[src/rtl/lcd_bus_scheduler_if.sv]
// Requester-side handshake plus the LCD pin bundle of the bus scheduler.
// The scheduler takes the slave view; the application/pin side takes the master view.
interface lcd_bus_scheduler_if;
  logic [1:0]  req;
  logic [1:0]  req_rs;
  logic [15:0] req_data;
  logic [1:0]  ack;
  logic        init_done;
  logic        busy;
  logic        lcd_rs;
  logic        lcd_rw;
  logic        lcd_e;
  logic [7:0]  lcd_data;

  modport master (
    output req,
    output req_rs,
    output req_data,
    input  ack,
    input  init_done,
    input  busy,
    input  lcd_rs,
    input  lcd_rw,
    input  lcd_e,
    input  lcd_data
  );

  modport slave (
    input  req,
    input  req_rs,
    input  req_data,
    output ack,
    output init_done,
    output busy,
    output lcd_rs,
    output lcd_rw,
    output lcd_e,
    output lcd_data
  );
endinterface

[src/rtl/lcd_bus_scheduler.sv]
// HD44780 character-LCD bus owner: runs the power-on init sequence, then shares the
// write-only bus between two requesters with round-robin arbitration and E timing.
module lcd_bus_scheduler #(
  parameter int unsigned POWERUP_CYC   = 750000,
  parameter int unsigned WAKE_WAIT_CYC = 205000,
  parameter int unsigned E_SETUP_CYC   = 4,
  parameter int unsigned E_HIGH_CYC    = 25,
  parameter int unsigned E_HOLD_CYC    = 2,
  parameter int unsigned CMD_WAIT_CYC  = 2000,
  parameter int unsigned CLR_WAIT_CYC  = 82000
) (
  input logic                CLOCK_50,
  input logic                rst_n,
  lcd_bus_scheduler_if.slave bus
);

  function automatic int unsigned max2(input int unsigned a, input int unsigned b);
    return (a > b) ? a : b;
  endfunction

  localparam int unsigned MaxCyc = max2(max2(max2(POWERUP_CYC, WAKE_WAIT_CYC),
                                             max2(CMD_WAIT_CYC, CLR_WAIT_CYC)),
                                        max2(max2(E_SETUP_CYC, E_HIGH_CYC), E_HOLD_CYC));
  // The counter only ever holds (cycles - 1).
  localparam int unsigned CntW = (MaxCyc > 1) ? $clog2(MaxCyc) : 1;

  typedef logic [CntW-1:0] cnt_t;

  localparam cnt_t PowerupLd = cnt_t'(POWERUP_CYC - 1);
  localparam cnt_t WakeLd    = cnt_t'(WAKE_WAIT_CYC - 1);
  localparam cnt_t SetupLd   = cnt_t'(E_SETUP_CYC - 1);
  localparam cnt_t HighLd    = cnt_t'(E_HIGH_CYC - 1);
  localparam cnt_t HoldLd    = cnt_t'(E_HOLD_CYC - 1);
  localparam cnt_t CmdLd     = cnt_t'(CMD_WAIT_CYC - 1);
  localparam cnt_t ClrLd     = cnt_t'(CLR_WAIT_CYC - 1);
  localparam cnt_t CntOne    = cnt_t'(1);

  typedef enum logic [2:0] {
    StPowerup,
    StIdle,
    StSetup,
    StPulse,
    StHold,
    StWait
  } state_e;

  function automatic logic [7:0] init_cmd(input logic [2:0] idx);
    logic [7:0] cmd;
    case (idx)
      3'd0, 3'd1, 3'd2: cmd = 8'h30;
      3'd3:             cmd = 8'h38;
      3'd4:             cmd = 8'h0C;
      3'd5:             cmd = 8'h01;
      3'd6:             cmd = 8'h06;
      default:          cmd = 8'h00;
    endcase
    return cmd;
  endfunction

  function automatic cnt_t init_wait(input logic [2:0] idx);
    cnt_t w;
    case (idx)
      3'd0:    w = WakeLd;
      3'd5:    w = ClrLd;
      default: w = CmdLd;
    endcase
    return w;
  endfunction

  // Clear (0x01) and home (0x02/0x03) are the only slow commands.
  function automatic cnt_t req_wait(input logic rs, input logic [7:0] data);
    return (!rs && (data[7:2] == 6'd0) && (data != 8'd0)) ? ClrLd : CmdLd;
  endfunction

  state_e     state_q, state_d;
  cnt_t       cnt_q, cnt_d;
  cnt_t       wait_q, wait_d;
  logic [2:0] idx_q, idx_d;
  logic       init_done_q, init_done_d;
  logic       last_q, last_d;
  logic [1:0] owner_q, owner_d;
  logic       rs_q, rs_d;
  logic [7:0] data_q, data_d;
  logic       e_q, e_d;
  logic [1:0] ack_q, ack_d;

  logic       start;
  logic       st_rs;
  logic [7:0] st_data;
  cnt_t       st_wait;
  logic [1:0] st_owner;
  logic       gnt;

  always_ff @(posedge CLOCK_50 or negedge rst_n) begin
    if (!rst_n) begin
      state_q     <= StPowerup;
      cnt_q       <= PowerupLd;
      wait_q      <= '0;
      idx_q       <= 3'd0;
      init_done_q <= 1'b0;
      last_q      <= 1'b1;  // requester 1 "served last" so requester 0 wins first tie
      owner_q     <= 2'b00;
      rs_q        <= 1'b0;
      data_q      <= 8'h00;
      e_q         <= 1'b0;
      ack_q       <= 2'b00;
    end else begin
      state_q     <= state_d;
      cnt_q       <= cnt_d;
      wait_q      <= wait_d;
      idx_q       <= idx_d;
      init_done_q <= init_done_d;
      last_q      <= last_d;
      owner_q     <= owner_d;
      rs_q        <= rs_d;
      data_q      <= data_d;
      e_q         <= e_d;
      ack_q       <= ack_d;
    end
  end

  always_comb begin
    state_d     = state_q;
    cnt_d       = cnt_q;
    wait_d      = wait_q;
    idx_d       = idx_q;
    init_done_d = init_done_q;
    last_d      = last_q;
    owner_d     = owner_q;
    rs_d        = rs_q;
    data_d      = data_q;
    ack_d       = 2'b00;
    start       = 1'b0;
    st_rs       = 1'b0;
    st_data     = init_cmd(idx_q);
    st_wait     = init_wait(idx_q);
    st_owner    = 2'b00;
    gnt         = (bus.req == 2'b11) ? ~last_q : bus.req[1];

    case (state_q)
      StPowerup: begin
        if (cnt_q == '0) begin
          start = 1'b1;
        end else begin
          cnt_d = cnt_q - CntOne;
        end
      end
      StIdle: begin
        if (!init_done_q) begin
          start = 1'b1;
        end else if (bus.req != 2'b00) begin
          start    = 1'b1;
          st_rs    = bus.req_rs[gnt];
          st_data  = gnt ? bus.req_data[15:8] : bus.req_data[7:0];
          st_wait  = req_wait(st_rs, st_data);
          st_owner = gnt ? 2'b10 : 2'b01;
          last_d   = gnt;
        end
      end
      StSetup: begin
        if (cnt_q == '0) begin
          state_d = StPulse;
          cnt_d   = HighLd;
        end else begin
          cnt_d = cnt_q - CntOne;
        end
      end
      StPulse: begin
        if (cnt_q == '0) begin
          state_d = StHold;
          cnt_d   = HoldLd;
        end else begin
          cnt_d = cnt_q - CntOne;
        end
      end
      StHold: begin
        if (cnt_q == '0) begin
          state_d = StWait;
          cnt_d   = wait_q;
        end else begin
          cnt_d = cnt_q - CntOne;
        end
      end
      StWait: begin
        if (cnt_q == '0) begin
          state_d = StIdle;
          ack_d   = owner_q;
          // An empty owner marks an init step.
          if (owner_q == 2'b00) begin
            if (idx_q == 3'd6) begin
              init_done_d = 1'b1;
            end else begin
              idx_d = idx_q + 3'd1;
            end
          end
        end else begin
          cnt_d = cnt_q - CntOne;
        end
      end
      default: begin
        state_d = StPowerup;
        cnt_d   = PowerupLd;
      end
    endcase

    if (start) begin
      state_d = StSetup;
      cnt_d   = SetupLd;
      rs_d    = st_rs;
      data_d  = st_data;
      wait_d  = st_wait;
      owner_d = st_owner;
    end

    e_d = (state_d == StPulse);
  end

  assign bus.ack       = ack_q;
  assign bus.init_done = init_done_q;
  // Gated by reset so every output reads 0 while rst_n is held low.
  assign bus.busy      = rst_n && (state_q != StIdle);
  assign bus.lcd_rs    = rs_q;
  assign bus.lcd_rw    = 1'b0;
  assign bus.lcd_e     = e_q;
  assign bus.lcd_data  = data_q;

endmodule

[src/flat_wrapper.sv]
// flat-port wrapper written by rule: the top's interface ports become plain ports
module lcd_bus_scheduler_flat 
#(
  parameter int unsigned POWERUP_CYC   = 750000,
  parameter int unsigned WAKE_WAIT_CYC = 205000,
  parameter int unsigned E_SETUP_CYC   = 4,
  parameter int unsigned E_HIGH_CYC    = 25,
  parameter int unsigned E_HOLD_CYC    = 2,
  parameter int unsigned CMD_WAIT_CYC  = 2000,
  parameter int unsigned CLR_WAIT_CYC  = 82000
)
  (CLOCK_50, rst_n, bus_req, bus_req_rs, bus_req_data, bus_ack, bus_init_done, bus_busy, bus_lcd_rs, bus_lcd_rw, bus_lcd_e, bus_lcd_data);
  lcd_bus_scheduler_if bus_i ();
  input logic CLOCK_50;
  input logic rst_n;
  input wire logic [$bits(bus_i.req)-1:0] bus_req;
  input wire logic [$bits(bus_i.req_rs)-1:0] bus_req_rs;
  input wire logic [$bits(bus_i.req_data)-1:0] bus_req_data;
  output wire logic [$bits(bus_i.ack)-1:0] bus_ack;
  output wire logic [$bits(bus_i.init_done)-1:0] bus_init_done;
  output wire logic [$bits(bus_i.busy)-1:0] bus_busy;
  output wire logic [$bits(bus_i.lcd_rs)-1:0] bus_lcd_rs;
  output wire logic [$bits(bus_i.lcd_rw)-1:0] bus_lcd_rw;
  output wire logic [$bits(bus_i.lcd_e)-1:0] bus_lcd_e;
  output wire logic [$bits(bus_i.lcd_data)-1:0] bus_lcd_data;
  assign bus_i.req = bus_req;
  assign bus_i.req_rs = bus_req_rs;
  assign bus_i.req_data = bus_req_data;
  assign bus_ack = bus_i.ack;
  assign bus_init_done = bus_i.init_done;
  assign bus_busy = bus_i.busy;
  assign bus_lcd_rs = bus_i.lcd_rs;
  assign bus_lcd_rw = bus_i.lcd_rw;
  assign bus_lcd_e = bus_i.lcd_e;
  assign bus_lcd_data = bus_i.lcd_data;
  lcd_bus_scheduler #(.POWERUP_CYC(POWERUP_CYC), .WAKE_WAIT_CYC(WAKE_WAIT_CYC), .E_SETUP_CYC(E_SETUP_CYC), .E_HIGH_CYC(E_HIGH_CYC), .E_HOLD_CYC(E_HOLD_CYC), .CMD_WAIT_CYC(CMD_WAIT_CYC), .CLR_WAIT_CYC(CLR_WAIT_CYC)) u_core (.CLOCK_50(CLOCK_50), .rst_n(rst_n), .bus(bus_i));
endmodule
[config.mk]
export PLATFORM = sky130hd
export DESIGN_NAME = lcd_bus_scheduler_flat
export DESIGN_NICKNAME = d
export VERILOG_FILES = /design/src/rtl/lcd_bus_scheduler_if.sv /design/src/rtl/lcd_bus_scheduler.sv /design/src/flat_wrapper.sv
export SDC_FILE = /design/constraint.sdc
export NUM_CORES = 1
export LEC_CHECK = 0
export ABC_AREA = 1
export CAP_MARGIN = 20
export CORE_AREA = 2 2 99 82
export DETAILED_ROUTE_END_ITERATION = 10
export DIE_AREA = 0 0 101 84
export GPL_TIMING_DRIVEN = 0
export REMOVE_ABC_BUFFERS = 1
export SKIP_CTS_REPAIR_TIMING = 1
export SLEW_MARGIN = 20
export SYNTH_ARGS = -nofsm -noshare
export SYNTH_HDL_FRONTEND = slang
export SYNTH_SLANG_ARGS = --single-unit
[constraint.sdc]
create_clock -name CLOCK_50 -period 2.85 [get_ports CLOCK_50]
set_clock_uncertainty 0.2 [all_clocks]
set_input_delay 0.7125 -clock CLOCK_50 [delete_from_list [all_inputs] [get_ports CLOCK_50]]
set_output_delay 0.7125 -clock CLOCK_50 [all_outputs]
set_load 0.01 [all_outputs]
==> results.ini <==
[place]
place_hpwl_microns = 5613
pre_cts_slack_ns = -0.1707
routabilityCongestion = 0.8657
count_of_port_buffers_added_during_placement = 35
place_area_sq_um = 3555

[sta]
worst_slew_margin_rel = 0.3214
setup_repair_after_global_routing_missed_its_margin = false
fmax_ghz = 0.3746
report.final.setup_viol = 0
tightest_slew_ns = 1.018
worst_hold_slack_ns = 0.04409
timing.final.max_slew_violations = 0
postLayoutSetupSlackWorst_ns = 0.1806
timing_hold_violations_final = 0
period_needed_ns = 2.669
final_period_utilization = 0.9366

[global_route]
number_of_antenna_violations_at_the_first_check_in_global_routing = 0
track_usage = 0.1941
first_global_vias = 2734
grt_overflow = 0
grt_pass1_wl_microns = 13140
grt_max_degree = 51

[clocking]
clk_pin_slew_ns = 0.10
clock_insertion_delay_worst_skew_ns = 0.31
clockRootBuffer = clkbuf_8
cts.path.max_buffers = 2
cts-buffers-inserted = 5
cts-htree-levels = 2
cts_tree = done
cts.sinks = 49

[routing]
detail_route.drc_violations = 0
initialDrtViolationCount = 172
routedWlPerCell_microns = 13.46
drt-pass1-iter-count = 5
antenna_violating_nets_post_route = 0
routed_via_density = 4.961
drt_wl_total_microns = 7630
vias = 2813

[yosys]
netlist_area_sq_um = 3151
ys_types = 40
synth_async_sr_flop_share = 1.000
synth_enable_flop_cells = 0
synth_flop_cell = dfrtp_1
synth.yosys.warnings = 0
postSynthRegisterBits = 49
synth.yosys.seq_area_share = 0.3948
postSynthCellCount = 441
synth.avg_cell_area_sq_um = 7.144

[job]
drv.max_cap_violation_count = 0

[finish]
antenna-diode-count = 0
final_common_cell = nand2_1
finalInstanceArea_sq_um = 3674
syn2layout_area_growth_pct = 16.60
final_layout_size_suffix_gt1_frac = 0.1097
post-route-util = 0.4821
final_net_count = 501
final_cell_mix = nand2_1 (147), inv_1 (51), nor2_1 (46)

[pwr]
pwr_density_cell_nw_per_um2 = 330.9
power_leakage_nw = 1.888
totalPowerFinal_mw = 1.216
irDropWorstVdd_mv = 0.1749

[die]
initial_utilization = 0.4135
ios = 37
core_area_sq_um = 7620
placement_rows = 29
floorplan.die.height_microns = 84
die-area_sq_um = 8484
die-width_microns = 101

[critical_path]
setup.worst_path.end_class = flip-flop
crit_arrival_ns = 2.73
worst-path-max-fanout = 17
cp.required_ns = 2.91
start_kind = flip-flop
path_class = flip-flop to flip-flop

[run_status]
status = finished clean

[worst_hold_path]
hp-class = input port to async pin

[Yosys cell counts (all sizes together), types with 2 or more instances]
cell | n | area [sq um]
ha | 6 | 75.07
o21ai | 35 | 178.9
inv | 54 | 202.7
buf | 9 | 56.30
xor2 | 12 | 105.1
o22ai | 2 | 12.51
nand3 | 25 | 150.1
dfrtp | 35 | 875.8
a21oi | 13 | 68.82
dfstp | 14 | 367.9
nand2 | 152 | 593.1
nand4 | 6 | 43.79
or2 | 2 | 12.51
a31oi | 4 | 25.02
nor2 | 58 | 285.3
nor3 | 3 | 20.02
[flip-flops by register name, indices dropped and copies added (netlist names)]
signal / flops
u_core.bus.ack: 2
u_core.bus.init_done: 1
u_core.bus.lcd_data: 8
u_core.bus.lcd_e: 1
u_core.bus.lcd_rs: 1
u_core.cnt_q: 20
u_core.idx_q: 3
u_core.last_q: 1
u_core.owner_q: 2
u_core.state_q: 3
u_core.wait_q: 7
[layout make-up]
type / instances / area, sq um
Fill cell: 766 / 3946
Tap cell: 93 / 116.4
Multi-Input combinational cell: 328 / 1654
Clock inverter: 2 / 13.76
Inverter: 54 / 202.7
Timing Repair Buffer: 35 / 360.3
Sequential cell: 49 / 1244
Clock buffer: 6 / 82.58
[critical path, stage by stage, from the launching register on]
cell	delay (ns)
dfstp_2	0.55
inv_1	0.08
ha_1	0.25
nand2_2	0.16
nor2_8	0.08
nand3_4	0.20
nor2_2	0.07
nor2_4	0.37
nand2_4	0.21
inv_2	0.25
nand2_1	0.07
nand2_1	0.07
inv_1	0.03
[power by group]
part           leakage [nW]  total, mW  internal (mW)  switching, mW
clock                0.0512      0.450          0.197          0.252
sequential            0.583      0.696          0.696              0
combinational          1.25     0.0701         0.0347         0.0354
[final timing paths]
kind | slack (ns) | startpoint | cells past startpoint | endpoint
max in group asynchronous | 2.11 | rst_n | 1 | u_core.cnt_q[13]$_DFFE_PN1P_
worst min register to register | 0.28 | u_core.cnt_q[19]$_DFFE_PN1P_ | 2 | u_core.cnt_q[19]$_DFFE_PN1P_
min in group CLOCK_50 | 0.28 | u_core.cnt_q[19]$_DFFE_PN1P_ | 2 | u_core.cnt_q[19]$_DFFE_PN1P_
worst max register to register | 0.18 | u_core.cnt_q[0]$_DFFE_PN1P_ | 12 | u_core.cnt_q[0]$_DFFE_PN1P_
worst min-delay path | 0.04 | rst_n | 1 | u_core.bus.lcd_data[6]$_DFFE_PN0N_
worst max-delay path | 0.18 | u_core.cnt_q[0]$_DFFE_PN1P_ | 12 | u_core.cnt_q[0]$_DFFE_PN1P_
[routing by layer]
| layer | wire, microns | vias up | track usage |
|---|---|---|---|
| met5 | 0 | - | 0 |
| met4 | 78 | 0 | 0.05283 |
| met3 | 365 | 7 | 0.03183 |
| met2 | 3220 | 76 | 0.2830 |
| met1 | 3965 | 1281 | 0.2948 |
| li1 | - | 1449 | - |
[kinds of logic after synthesis]
kind of cell | synth area share
buf+inv | 0.08340
fa+ha+maj | 0.02383
flops | 0.3948
compound gates | 0.1060
xor+xnor | 0.03614
other cells | 0.001190
simple gates | 0.3546
[stage by stage]
step / std cells / setup TNS (ns)
4_1_cts: 567 / -1.303
3_3_place_gp: 559 / -28.93
5_1_grt: 567 / 0
3_5_place_dp: 559 / -1.926
6_report: 567 / 0
2_1_floorplan: 431 / 0
Note: power is estimated with default switching activity, not from simulation.
